<file path="config.mk">
export PLATFORM = sky130hd
export DESIGN_NAME = square_channel_v2_flat
export DESIGN_NICKNAME = d
export VERILOG_FILES = /design/src/rtl/square_channel_v2_pkg.sv /design/src/rtl/square_channel_v2_if.sv /design/src/rtl/square_channel_v2_sq_sweep_unit.sv /design/src/rtl/square_channel_v2.sv /design/src/flat_wrapper.sv
export SDC_FILE = /design/constraint.sdc
export NUM_CORES = 1
export LEC_CHECK = 0
export BUFFER_PORTS_ARGS = -buffer_cell sky130_fd_sc_hd__buf_2
export CAP_MARGIN = 30
export CORE_AREA = 4 4 115 117
export DETAILED_ROUTE_END_ITERATION = 10
export DIE_AREA = 0 0 119 121
export PLACE_DENSITY = 0.67
export SLEW_MARGIN = 20
export SYNTH_ARGS = -nofsm -noshare
export SYNTH_HDL_FRONTEND = slang
export SYNTH_SLANG_ARGS = --single-unit
</file>
<file path="constraint.sdc">
create_clock -name ac97_bitclk -period 4.1 [get_ports ac97_bitclk]
set_input_delay 0.205 -clock ac97_bitclk [delete_from_list [all_inputs] [get_ports ac97_bitclk]]
set_output_delay 0.205 -clock ac97_bitclk [all_outputs]
set_load 0.01 [all_outputs]
</file>
<file path="src/rtl/square_channel_v2_pkg.sv">
// Shared definitions for the pulse channels and their successors.
// Contents: default field widths, duty-select enum, 8-step duty table and lookup helper.
// Configuration macro honoured by users of this package: SQ_SIGNED_OUT_EN.
package square_channel_v2_pkg;

    localparam int unsigned DEF_FREQ_W = 11;
    localparam int unsigned DEF_LEN_W  = 6;
    localparam int unsigned DEF_VOL_W  = 4;

    typedef enum logic [1:0] {
        DutyEighth       = 2'd0,
        DutyQuarter      = 2'd1,
        DutyHalf         = 2'd2,
        DutyThreeQuarter = 2'd3
    } duty_e;

    // Entry [d] is the waveform for duty select d; bit[pos] is output at step pos (LSB first).
    localparam logic [3:0][7:0] DUTY_TABLE = {
        8'b0111_1110,
        8'b1110_0001,
        8'b1000_0001,
        8'b1000_0000
    };

    function automatic logic duty_bit(duty_e duty, logic [2:0] pos);
        return DUTY_TABLE[duty][pos];
    endfunction

endpackage

</file>
<file path="src/rtl/square_channel_v2_if.sv">
// Register-file / mixer side bundle of one pulse channel.
// master: register file + mixer (drives ticks, trigger and register fields, reads level/active).
// slave : the channel itself.
// Macro SQ_SIGNED_OUT_EN widens level to a signed VOL_W+1 bit sample.
interface square_channel_v2_if
    import square_channel_v2_pkg::*;
#(
    parameter int unsigned FREQ_W = DEF_FREQ_W,
    parameter int unsigned LEN_W  = DEF_LEN_W,
    parameter int unsigned VOL_W  = DEF_VOL_W
);
    logic              freq_tick;
    logic              length_tick;
    logic              sweep_tick;
    logic              env_tick;
    logic              trigger;
    logic              length_enable;
    logic [LEN_W-1:0]  length_data;
    logic [1:0]        wave_duty;
    logic [VOL_W-1:0]  initial_volume;
    logic              envelope_increasing;
    logic [2:0]        envelope_period;
    logic [2:0]        sweep_period;
    logic              sweep_decreasing;
    logic [2:0]        sweep_shift;
    logic [FREQ_W-1:0] frequency_data;
`ifdef SQ_SIGNED_OUT_EN
    logic signed [VOL_W:0] level;
`else
    logic [VOL_W-1:0]      level;
`endif
    logic              active;

    modport master (
        output freq_tick, length_tick, sweep_tick, env_tick, trigger, length_enable,
               length_data, wave_duty, initial_volume, envelope_increasing, envelope_period,
               sweep_period, sweep_decreasing, sweep_shift, frequency_data,
        input  level, active
    );

    modport slave (
        input  freq_tick, length_tick, sweep_tick, env_tick, trigger, length_enable,
               length_data, wave_duty, initial_volume, envelope_increasing, envelope_period,
               sweep_period, sweep_decreasing, sweep_shift, frequency_data,
        output level, active
    );
endinterface

</file>
<file path="src/rtl/square_channel_v2_sq_sweep_unit.sv">
// Frequency sweep unit of pulse channel 1.
// Ports: clk/reset; trigger and sweep_tick enables; sweep_period/decreasing/shift controls;
// frequency_data (loaded at trigger); shadow_freq (current swept frequency);
// overflow (combinational pulse in the cycle whose edge must clear the channel).
module sq_sweep_unit #(
    parameter int unsigned FREQ_W = 11
) (
    input  logic              clk,
    input  logic              reset,
    input  logic              trigger,
    input  logic              sweep_tick,
    input  logic [2:0]        sweep_period,
    input  logic              sweep_decreasing,
    input  logic [2:0]        sweep_shift,
    input  logic [FREQ_W-1:0] frequency_data,
    output logic [FREQ_W-1:0] shadow_freq,
    output logic              overflow
);
    logic [FREQ_W-1:0] shadow_q, shadow_d;
    logic [2:0]        cnt_q, cnt_d;
    logic [FREQ_W:0]   n_sum;
    logic [FREQ_W:0]   trig_sum;

    always_comb begin
        // One extra bit so an add that passes 2^FREQ_W-1 is visible in the MSB.
        n_sum = sweep_decreasing
              ? {1'b0, shadow_q} - {1'b0, shadow_q >> sweep_shift}
              : {1'b0, shadow_q} + {1'b0, shadow_q >> sweep_shift};
        trig_sum = {1'b0, frequency_data} + {1'b0, frequency_data >> sweep_shift};

        shadow_d = shadow_q;
        cnt_d    = cnt_q;
        overflow = 1'b0;
        if (trigger) begin
            shadow_d = frequency_data;
            cnt_d    = sweep_period;
            overflow = !sweep_decreasing && (sweep_shift != 3'd0) && trig_sum[FREQ_W];
        end else if (sweep_tick && (sweep_period != 3'd0)) begin
            if (cnt_q <= 3'd1) begin
                cnt_d = sweep_period;
                if (!sweep_decreasing && n_sum[FREQ_W]) begin
                    overflow = 1'b1;
                end else if (sweep_shift != 3'd0) begin
                    shadow_d = n_sum[FREQ_W-1:0];
                end
            end else begin
                cnt_d = cnt_q - 3'd1;
            end
        end
    end

    always_ff @(posedge clk) begin
        if (reset) begin
            shadow_q <= '0;
            cnt_q    <= '0;
        end else begin
            shadow_q <= shadow_d;
            cnt_q    <= cnt_d;
        end
    end

    assign shadow_freq = shadow_q;

endmodule

</file>
<file path="src/rtl/square_channel_v2.sv">
// Gameboy pulse channel (CH1 with HAS_SWEEP=1, CH2 with HAS_SWEEP=0), single clock domain.
// Ports: ac97_bitclk (clock), reset (sync, active-high), bus (slave side of
// square_channel_v2_if: tick enables, trigger, register fields in; level, active out).
// Macro SQ_SIGNED_OUT_EN: level is signed +vol/-vol instead of unsigned vol/0.
module square_channel_v2
    import square_channel_v2_pkg::*;
#(
    parameter int unsigned FREQ_W    = DEF_FREQ_W,
    parameter int unsigned LEN_W     = DEF_LEN_W,
    parameter int unsigned VOL_W     = DEF_VOL_W,
    parameter int unsigned HAS_SWEEP = 1
) (
    input logic                 ac97_bitclk,
    input logic                 reset,
    square_channel_v2_if.slave  bus
);
    localparam logic [FREQ_W:0] FREQ_FULL = {1'b1, {FREQ_W{1'b0}}};
    localparam logic [LEN_W:0]  LEN_FULL  = {1'b1, {LEN_W{1'b0}}};

    logic [FREQ_W:0]   timer_q, timer_d;
    logic [2:0]        duty_pos_q, duty_pos_d;
    logic [VOL_W-1:0]  vol_q, vol_d;
    logic [2:0]        env_cnt_q, env_cnt_d;
    logic [LEN_W:0]    len_q, len_d;
    logic              active_q, active_d;
`ifdef SQ_SIGNED_OUT_EN
    logic signed [VOL_W:0] level_q, level_d;
`else
    logic [VOL_W-1:0]      level_q, level_d;
`endif
    logic [FREQ_W-1:0] reload_src;
    logic              sweep_overflow;
    logic              dac_off;
    logic              duty_high;

    if (HAS_SWEEP != 0) begin : g_sweep
        sq_sweep_unit #(
            .FREQ_W (FREQ_W)
        ) u_sweep (
            .clk              (ac97_bitclk),
            .reset            (reset),
            .trigger          (bus.trigger),
            .sweep_tick       (bus.sweep_tick),
            .sweep_period     (bus.sweep_period),
            .sweep_decreasing (bus.sweep_decreasing),
            .sweep_shift      (bus.sweep_shift),
            .frequency_data   (bus.frequency_data),
            .shadow_freq      (reload_src),
            .overflow         (sweep_overflow)
        );
    end else begin : g_no_sweep
        assign reload_src     = bus.frequency_data;
        assign sweep_overflow = 1'b0;
    end

    assign dac_off   = (bus.initial_volume == '0) && !bus.envelope_increasing;
    assign duty_high = duty_bit(duty_e'(bus.wave_duty), duty_pos_q);

    always_comb begin
        timer_d    = timer_q;
        duty_pos_d = duty_pos_q;
        vol_d      = vol_q;
        env_cnt_d  = env_cnt_q;
        len_d      = len_q;
        active_d   = active_q;

        if (bus.trigger) begin
            active_d  = 1'b1;
            timer_d   = FREQ_FULL - {1'b0, bus.frequency_data};
            vol_d     = bus.initial_volume;
            env_cnt_d = bus.envelope_period;
            len_d     = LEN_FULL - {1'b0, bus.length_data};
        end else begin
            if (bus.freq_tick) begin
                // timer==0 only occurs straight out of reset; treat it as a reload point.
                if (timer_q <= (FREQ_W+1)'(1)) begin
                    timer_d    = FREQ_FULL - {1'b0, reload_src};
                    duty_pos_d = duty_pos_q + 3'd1;
                end else begin
                    timer_d = timer_q - (FREQ_W+1)'(1);
                end
            end
            if (bus.length_tick && bus.length_enable && (len_q != '0)) begin
                len_d = len_q - (LEN_W+1)'(1);
                if (len_q == (LEN_W+1)'(1)) begin
                    active_d = 1'b0;
                end
            end
            if (bus.env_tick && (bus.envelope_period != 3'd0)) begin
                if (env_cnt_q <= 3'd1) begin
                    env_cnt_d = bus.envelope_period;
                    if (bus.envelope_increasing) begin
                        if (vol_q != '1) vol_d = vol_q + VOL_W'(1);
                    end else begin
                        if (vol_q != '0) vol_d = vol_q - VOL_W'(1);
                    end
                end else begin
                    env_cnt_d = env_cnt_q - 3'd1;
                end
            end
        end

        if (sweep_overflow || dac_off) begin
            active_d = 1'b0;
        end

        // Output is built from the current state, so it trails the causing event by one edge.
`ifdef SQ_SIGNED_OUT_EN
        if (!active_q)      level_d = '0;
        else if (duty_high) level_d = {1'b0, vol_q};
        else                level_d = -{1'b0, vol_q};
`else
        level_d = (active_q && duty_high) ? vol_q : '0;
`endif
    end

    always_ff @(posedge ac97_bitclk) begin
        if (reset) begin
            timer_q    <= '0;
            duty_pos_q <= '0;
            vol_q      <= '0;
            env_cnt_q  <= '0;
            len_q      <= '0;
            active_q   <= 1'b0;
            level_q    <= '0;
        end else begin
            timer_q    <= timer_d;
            duty_pos_q <= duty_pos_d;
            vol_q      <= vol_d;
            env_cnt_q  <= env_cnt_d;
            len_q      <= len_d;
            active_q   <= active_d;
            level_q    <= level_d;
        end
    end

    assign bus.level  = level_q;
    assign bus.active = active_q;

endmodule

</file>
<file path="src/flat_wrapper.sv">
// flat-port wrapper written by rule: the top's interface ports become plain ports
module square_channel_v2_flat import square_channel_v2_pkg::*;
#(
    parameter int unsigned FREQ_W    = DEF_FREQ_W,
    parameter int unsigned LEN_W     = DEF_LEN_W,
    parameter int unsigned VOL_W     = DEF_VOL_W,
    parameter int unsigned HAS_SWEEP = 1
)
  (ac97_bitclk, reset, bus_freq_tick, bus_length_tick, bus_sweep_tick, bus_env_tick, bus_trigger, bus_length_enable, bus_length_data, bus_wave_duty, bus_initial_volume, bus_envelope_increasing, bus_envelope_period, bus_sweep_period, bus_sweep_decreasing, bus_sweep_shift, bus_frequency_data, bus_level, bus_active);
  square_channel_v2_if #(.FREQ_W(FREQ_W), .LEN_W(LEN_W), .VOL_W(VOL_W)) bus_i ();
  input logic ac97_bitclk;
  input logic reset;
  input wire logic [$bits(bus_i.freq_tick)-1:0] bus_freq_tick;
  input wire logic [$bits(bus_i.length_tick)-1:0] bus_length_tick;
  input wire logic [$bits(bus_i.sweep_tick)-1:0] bus_sweep_tick;
  input wire logic [$bits(bus_i.env_tick)-1:0] bus_env_tick;
  input wire logic [$bits(bus_i.trigger)-1:0] bus_trigger;
  input wire logic [$bits(bus_i.length_enable)-1:0] bus_length_enable;
  input wire logic [$bits(bus_i.length_data)-1:0] bus_length_data;
  input wire logic [$bits(bus_i.wave_duty)-1:0] bus_wave_duty;
  input wire logic [$bits(bus_i.initial_volume)-1:0] bus_initial_volume;
  input wire logic [$bits(bus_i.envelope_increasing)-1:0] bus_envelope_increasing;
  input wire logic [$bits(bus_i.envelope_period)-1:0] bus_envelope_period;
  input wire logic [$bits(bus_i.sweep_period)-1:0] bus_sweep_period;
  input wire logic [$bits(bus_i.sweep_decreasing)-1:0] bus_sweep_decreasing;
  input wire logic [$bits(bus_i.sweep_shift)-1:0] bus_sweep_shift;
  input wire logic [$bits(bus_i.frequency_data)-1:0] bus_frequency_data;
  output wire logic [$bits(bus_i.level)-1:0] bus_level;
  output wire logic [$bits(bus_i.active)-1:0] bus_active;
  assign bus_i.freq_tick = bus_freq_tick;
  assign bus_i.length_tick = bus_length_tick;
  assign bus_i.sweep_tick = bus_sweep_tick;
  assign bus_i.env_tick = bus_env_tick;
  assign bus_i.trigger = bus_trigger;
  assign bus_i.length_enable = bus_length_enable;
  assign bus_i.length_data = bus_length_data;
  assign bus_i.wave_duty = bus_wave_duty;
  assign bus_i.initial_volume = bus_initial_volume;
  assign bus_i.envelope_increasing = bus_envelope_increasing;
  assign bus_i.envelope_period = bus_envelope_period;
  assign bus_i.sweep_period = bus_sweep_period;
  assign bus_i.sweep_decreasing = bus_sweep_decreasing;
  assign bus_i.sweep_shift = bus_sweep_shift;
  assign bus_i.frequency_data = bus_frequency_data;
  assign bus_level = bus_i.level;
  assign bus_active = bus_i.active;
  square_channel_v2 #(.FREQ_W(FREQ_W), .LEN_W(LEN_W), .VOL_W(VOL_W), .HAS_SWEEP(HAS_SWEEP)) u_core (.ac97_bitclk(ac97_bitclk), .reset(reset), .bus(bus_i));
endmodule
</file>
# Word-level counts from Yosys, hierarchy flattened
# Index checks and enable logic that the tools add are counted.
[classes]
bitwise = 2
n_reduce_logical = 33
addsub = 13
n_shift = 2
muxes = 34
eq_ne = 4
order_cmp = 5
[op_table]
columns = ["op", "n"]
rows = [
  ["$mux 11", 5],
  ["$mux 12", 4],
  ["$add 11x11->12", 2],
  ["$mux 4", 6],
  ["$sub 12x11->12 const A", 2],
  ["$shr 11x3->11", 2],
  ["$mux 3", 6],
  ["$bmux 8 s2", 1],
  ["$reduce_bool 2->1", 8],
  ["$mux 7", 2],
  ["$le 12x1->1 const B", 1],
  ["$reduce_bool 3->1", 4],
  ["$sub 11x11->12", 1],
  ["$sub 12x1->12 const B", 1],
  ["$logic_and 1x1->1", 9],
  ["$mux 1", 8],
  ["$mux 8", 1],
  ["$reduce_and 4->1", 2],
  ["$eq 7x1->1 const B", 1],
  ["$reduce_bool 7->1", 1],
  ["$sub 7x1->7 const B", 1],
  ["$sub 7x6->7 const A", 1],
  ["$le 3x1->1 const B", 2],
  ["$sub 3x1->3 const B", 2],
  ["17 further kinds", 20],
]
[totals]
word_cells = 102
output_inout_bits = 5
regBits = 48
input_bits = 42

# Logic depth before layout (Yosys ltp)
[logic_depth]
ltp_word = 10
mapped_depth = 19

# Cells and area by module
# Synthesis repeated with hierarchy kept, for this count alone.
[hier_totals]
cells_unflattened = 667
hier_area_um2 = 5315.1
[modules_own_cells]
columns = ["mod", "n_inst", "seq_area_each_um2", "cells_per_inst", "area_each_um2"]
rows = [
  ["square_channel_v2", 1, 680.7, 334, 2661.3],
  ["sq_sweep_unit", 1, 280.3, 333, 2653.8],
]

# Worst setup path before layout
# OpenSTA, ideal clock, no wires.
[synth_timing]
path_type = "register to register"
from = "register u_core.g_sweep.u_sweep.shadow_q[8] (netlist: u_core.g_sweep.u_sweep.shadow_freq[8])"
to = "register u_core.g_sweep.u_sweep.shadow_q[10] (netlist: u_core.g_sweep.u_sweep.shadow_freq[10])"
required_time_ns = 4.005
synth_period_minus_slack_ns = 3.955
t_arrival_ns = 3.859
stages_incl_launch_ff = 18
slack_ns = 0.145
setup_ns = 0.095
path_buffers = 2
path_cell_list = "dfxtp_1 buf_2 mux4_2 mux2i_1 ha_1 and2_1 o21ai_0 nor2b_1 a21oi_1 o32a_1 ha_1 a21oi_1 a31oi_1 o211a_1 nor4_4 buf_6 a21oi_1 a221oi_1"
[synth_between]
elab_chain_len = 8
[synth_lines]
columns = ["item", "line_no", "rtl"]
rows = [
  ["from (decl)", "square_channel_v2_sq_sweep_unit.sv:19", "logic [FREQ_W-1:0] shadow_q, shadow_d;"],
  ["from (signal assigned)", "square_channel_v2_sq_sweep_unit.sv:57", "shadow_q <= shadow_d;"],
  ["$shr 11x3->11", "square_channel_v2_sq_sweep_unit.sv:27, square_channel_v2_sq_sweep_unit.sv:28", ""],
  ["$add 11x11->12 / $sub 11x11->12 (equally long branches)", "square_channel_v2_sq_sweep_unit.sv:28, square_channel_v2_sq_sweep_unit.sv:27", ""],
  ["$mux 12 (*)", "square_channel_v2_sq_sweep_unit.sv:27", "? {1'b0, shadow_q} - {1'b0, shadow_q >> sweep_shift}"],
  ["$mux 11", "square_channel_v2_sq_sweep_unit.sv:43", "end else if (sweep_shift != 3'd0) begin"],
  ["$mux 11", "square_channel_v2_sq_sweep_unit.sv:41", "if (!sweep_decreasing && n_sum[FREQ_W]) begin"],
  ["$mux 11", "square_channel_v2_sq_sweep_unit.sv:39", "if (cnt_q <= 3'd1) begin"],
  ["$mux 11", "square_channel_v2_sq_sweep_unit.sv:38", "end else if (sweep_tick && (sweep_period != 3'd0)) begin"],
  ["$mux 11", "square_channel_v2_sq_sweep_unit.sv:34", "if (trigger) begin"],
]
# Mark *: on every way between the ends. The rest lies on a longest branch, timed or not. The select of a mux whose other input is x is not followed.
# A chain may end at the register's enable or synchronous reset.

# Final worst setup path
[layout_timing]
from = "register u_core.g_sweep.u_sweep.shadow_q[8] (netlist: u_core.g_sweep.u_sweep.shadow_freq[8])"
to = "register u_core.g_sweep.u_sweep.shadow_q[2] (netlist: u_core.g_sweep.u_sweep.shadow_freq[2])"
# Same word-level chain as after synthesis.

==> results.tsv <==
metric	value	unit
required	4.28	ns
gp_congestion	0.933	
yosysWarnings	0	
synthMuxAreaShare	10.1	%
routed-via-count	4887	
power-per-cell-area	356	nW/um^2
root_buffer	clkbuf_16	
min_period	4.05	ns
vdd_drop_max	0.000223	V
syn-num-nets	721	
routedWlPerCell	15.9	microns
grt_pass1_vias	4620	
start_kind	register	
async_reset_ff_share	0	%
yosysSeqAreaShare	19.6	%
wl	13800	microns
numCtsBuffers	5	
place_area	5460	sq um
final_nets	775	
drt.antenna.violating_nets	0	
area_growth	18.6	%
min_path_type	input port to register	
slowest_stage	mux4_2	
dr.pass1.iters	5	
synthAdderAreaFrac	10.8	%
die_w	119	microns
ys_seq_elements	48	
synth_xor_area_share	8.39	%
yosys.area.top_type_share	19.6	%
clk_pin_slew	0.07	ns
most-common-layout-cells	nor2_1, a21oi_1, nand2_1	
clock.fmax	247	MHz
num_rows	41	
coreArea	12400	sq um
final_area	5820	sq um
fin_worst_skew	0.00600	ns
synthFlopType	dfxtp_1	
worstPathArrival	4.24	ns
antenna_found_initial	0	
fillers	1222	
synth-simple-area-share	21.5	%
final_common_cell	nor2_1	
crit_path_end_kind	register	
synth.avg_cell_area	7.69	sq um
rsz0062_at_grt	yes	
yosysTopAreaCell	dfxtp_1	
grt.total_usage	18.4	%
stdcell_count	865	
synth-edff-count	0	
die_area	14400	sq um
critical_path_class	register to register	
drv_cap	0	
status	complete, no violations	
netlist_area	4910	sq um
synth_compound_area_share	23.9	%
diodes	0	
multiInputGateArea	3760	sq um
setup_viol	0	
place_hpwl	10200	microns
fin_crit_sh	98.9	%
grt_pass1_wl	22300	microns
critical_path_buf_inv_count	2	
synthCells	638	
cpPeakStageDelay	0.50	ns
ys_top_cells_by_area	dfxtp_1, ha_1, a21oi_1, nor2_1, xnor2_1	
grt_max_degree	58	
boundaryPins	47	
ctsHoldBuffers	0	
grt_overflow	0	
power	2.07	mW
clkLatencyLatePin	0.29	ns
synth_top_family_by_area	compound AO/OA/AOI/OAI gates	
worst_pin_slew	0.823	ns
path_cells	mux4_2 -> mux2i_2 -> ha_2 -> and2_1 -> o21ai_1 -> nor2b_2 -> a21oi_1 -> o32a_1 -> ha_4 -> o2111ai_2 -> a31oi_4 -> o211a_1 -> nor4_4 -> buf_4 -> clkbuf_16 -> and4_1 -> a311o_1	
cts_sinks	48	
htreeDepth	2	
drive_gt1_share	19.9	%
p_leak	2.45	nW
viasPerCell	5.65	
dp.cells	851	
cts_tree	yes	
drc	0	
seq_area	971	sq um
port_buffers	46	
dr.first_iter.drc_count	312	
initial_core_util	39.7	%
worst-path-max-fanout	7	
die_h	121	microns
clock_path_buffers	2	
r2r_slack	0.05	ns
synth.distinct_cells	69	
slew_headroom	45.0	%
maxSlewViolCount	0	
hold_viol_final	0	
critPathTopFamily	compound AO/OA/AOI/OAI gates	
[cells by family after synthesis]
kind of cell    after synthesis
simple gates                216
compound gates              181
buf+inv                      68
flops                        48
xor+xnor                     47
fa+ha+maj                    41
mux                          37
[final timing paths]
check | from | to | cells past startpoint
setup / recovery | u_core.g_sweep.u_sweep.shadow_freq[8]$_SDFFE_PP0P_ | u_core.g_sweep.u_sweep.shadow_freq[2]$_SDFFE_PP0P_ | 17
setup reg to reg | u_core.g_sweep.u_sweep.shadow_freq[8]$_SDFFE_PP0P_ | u_core.g_sweep.u_sweep.shadow_freq[2]$_SDFFE_PP0P_ | 17
hold / removal | bus_initial_volume[1] | u_core.vol_q[1]$_SDFFE_PP0P_ | 3
hold reg to reg | u_core.env_cnt_q[0]$_SDFFE_PP0N_ | u_core.env_cnt_q[0]$_SDFFE_PP0N_ | 2
[state kept, by name (all words and copies together) (netlist names)]
name                                count
u_core.bus.level                        4
u_core.len_q                            7
u_core.bus.active                       1
u_core.g_sweep.u_sweep.shadow_freq     11
u_core.vol_q                            4
u_core.env_cnt_q                        3
u_core.duty_pos_q                       3
u_core.timer_q                         12
u_core.g_sweep.u_sweep.cnt_q            3
[metrics by stage]
step                worst slack [ns]  setup TNS [ns]  hold slack [ns]  util [%]
finish                        0.0458               0            0.159      47.1
global route                  -0.106          -0.285            0.186      47.1
CTS                           0.0557               0            0.162      45.7
detailed placement           -0.0726          -0.356            0.462      44.1
global placement              0.0588               0            0.455      44.1
floorplan                      0.145               0            0.346         -
[cells in the mapped netlist (2+ instances only)]
master,n
nor2_1,76
o31ai_1,7
nor4_1,13
a21o_1,8
ha_1,39
or2_2,3
a311oi_1,3
and3_1,2
xnor2_1,27
nand3_1,11
nand3b_1,2
or3_1,9
nor3_1,15
a31oi_1,6
clkbuf_1,25
nand4_1,2
mux2_2,4
a211o_1,3
a211oi_1,26
a221oi_1,2
fa_1,2
o211ai_1,2
and4_1,2
xor2_1,20
nand2_1,48
a22o_1,2
nand2b_1,9
dfxtp_1,48
inv_1,29
and2_1,7
o21ai_0,31
a21oi_1,61
o21a_1,4
nor2b_1,5
a2111oi_0,2
or4_1,6
a2bb2oi_1,2
buf_1,3
mux2i_1,22
buf_2,8
o31a_1,3
buf_6,2
mux4_2,7
o22ai_1,5
[report_power, final]
part           total (mW)  switching (mW)  internal [mW]  leakage (nW)
combinational       0.969           0.524          0.445          1.95
sequential          0.557          0.0491          0.508         0.399
clock               0.546           0.194          0.352        0.0944
total                2.07           0.767           1.30          2.45
[per-layer routing]
layer | up-vias | global-route usage (%) | part of all wire, %
met2 | 140 | 32.4 | 49
met3 | 25 | 2.19 | 4.3
met1 | 2291 | 23.9 | 45
met4 | 0 | 4.85 | 2.1
met5 | - | 0 | 0
li1 | 2431 | - | -
[area by class of cell]
type | count | area share (%)
Inverter | 30 | 1.93
Multi-Input combinational cell | 522 | 64.6
Tap cell | 172 | 3.70
Sequential cell | 48 | 16.7
Clock inverter | 3 | 1.18
Timing Repair Buffer | 85 | 9.78
Clock buffer | 5 | 2.15
[repair_timing]
action                     CTS  global route
setup buffers                0             5
resized for setup            0            31
setup endpoints to repair    0            12
[worst reg2reg max path, delay by kind of cell, from the launching register on]
kind | cells | cell delay, ns
adders and majority gates | 2 | 0.53
AOI/OAI and AO/OA | 7 | 1.47
and+or+nand+nor | 4 | 0.58
DFF | 1 | 0.35
buffers and inverters | 2 | 0.31
muxes | 2 | 0.71
(Power assumes the default switching activity.)
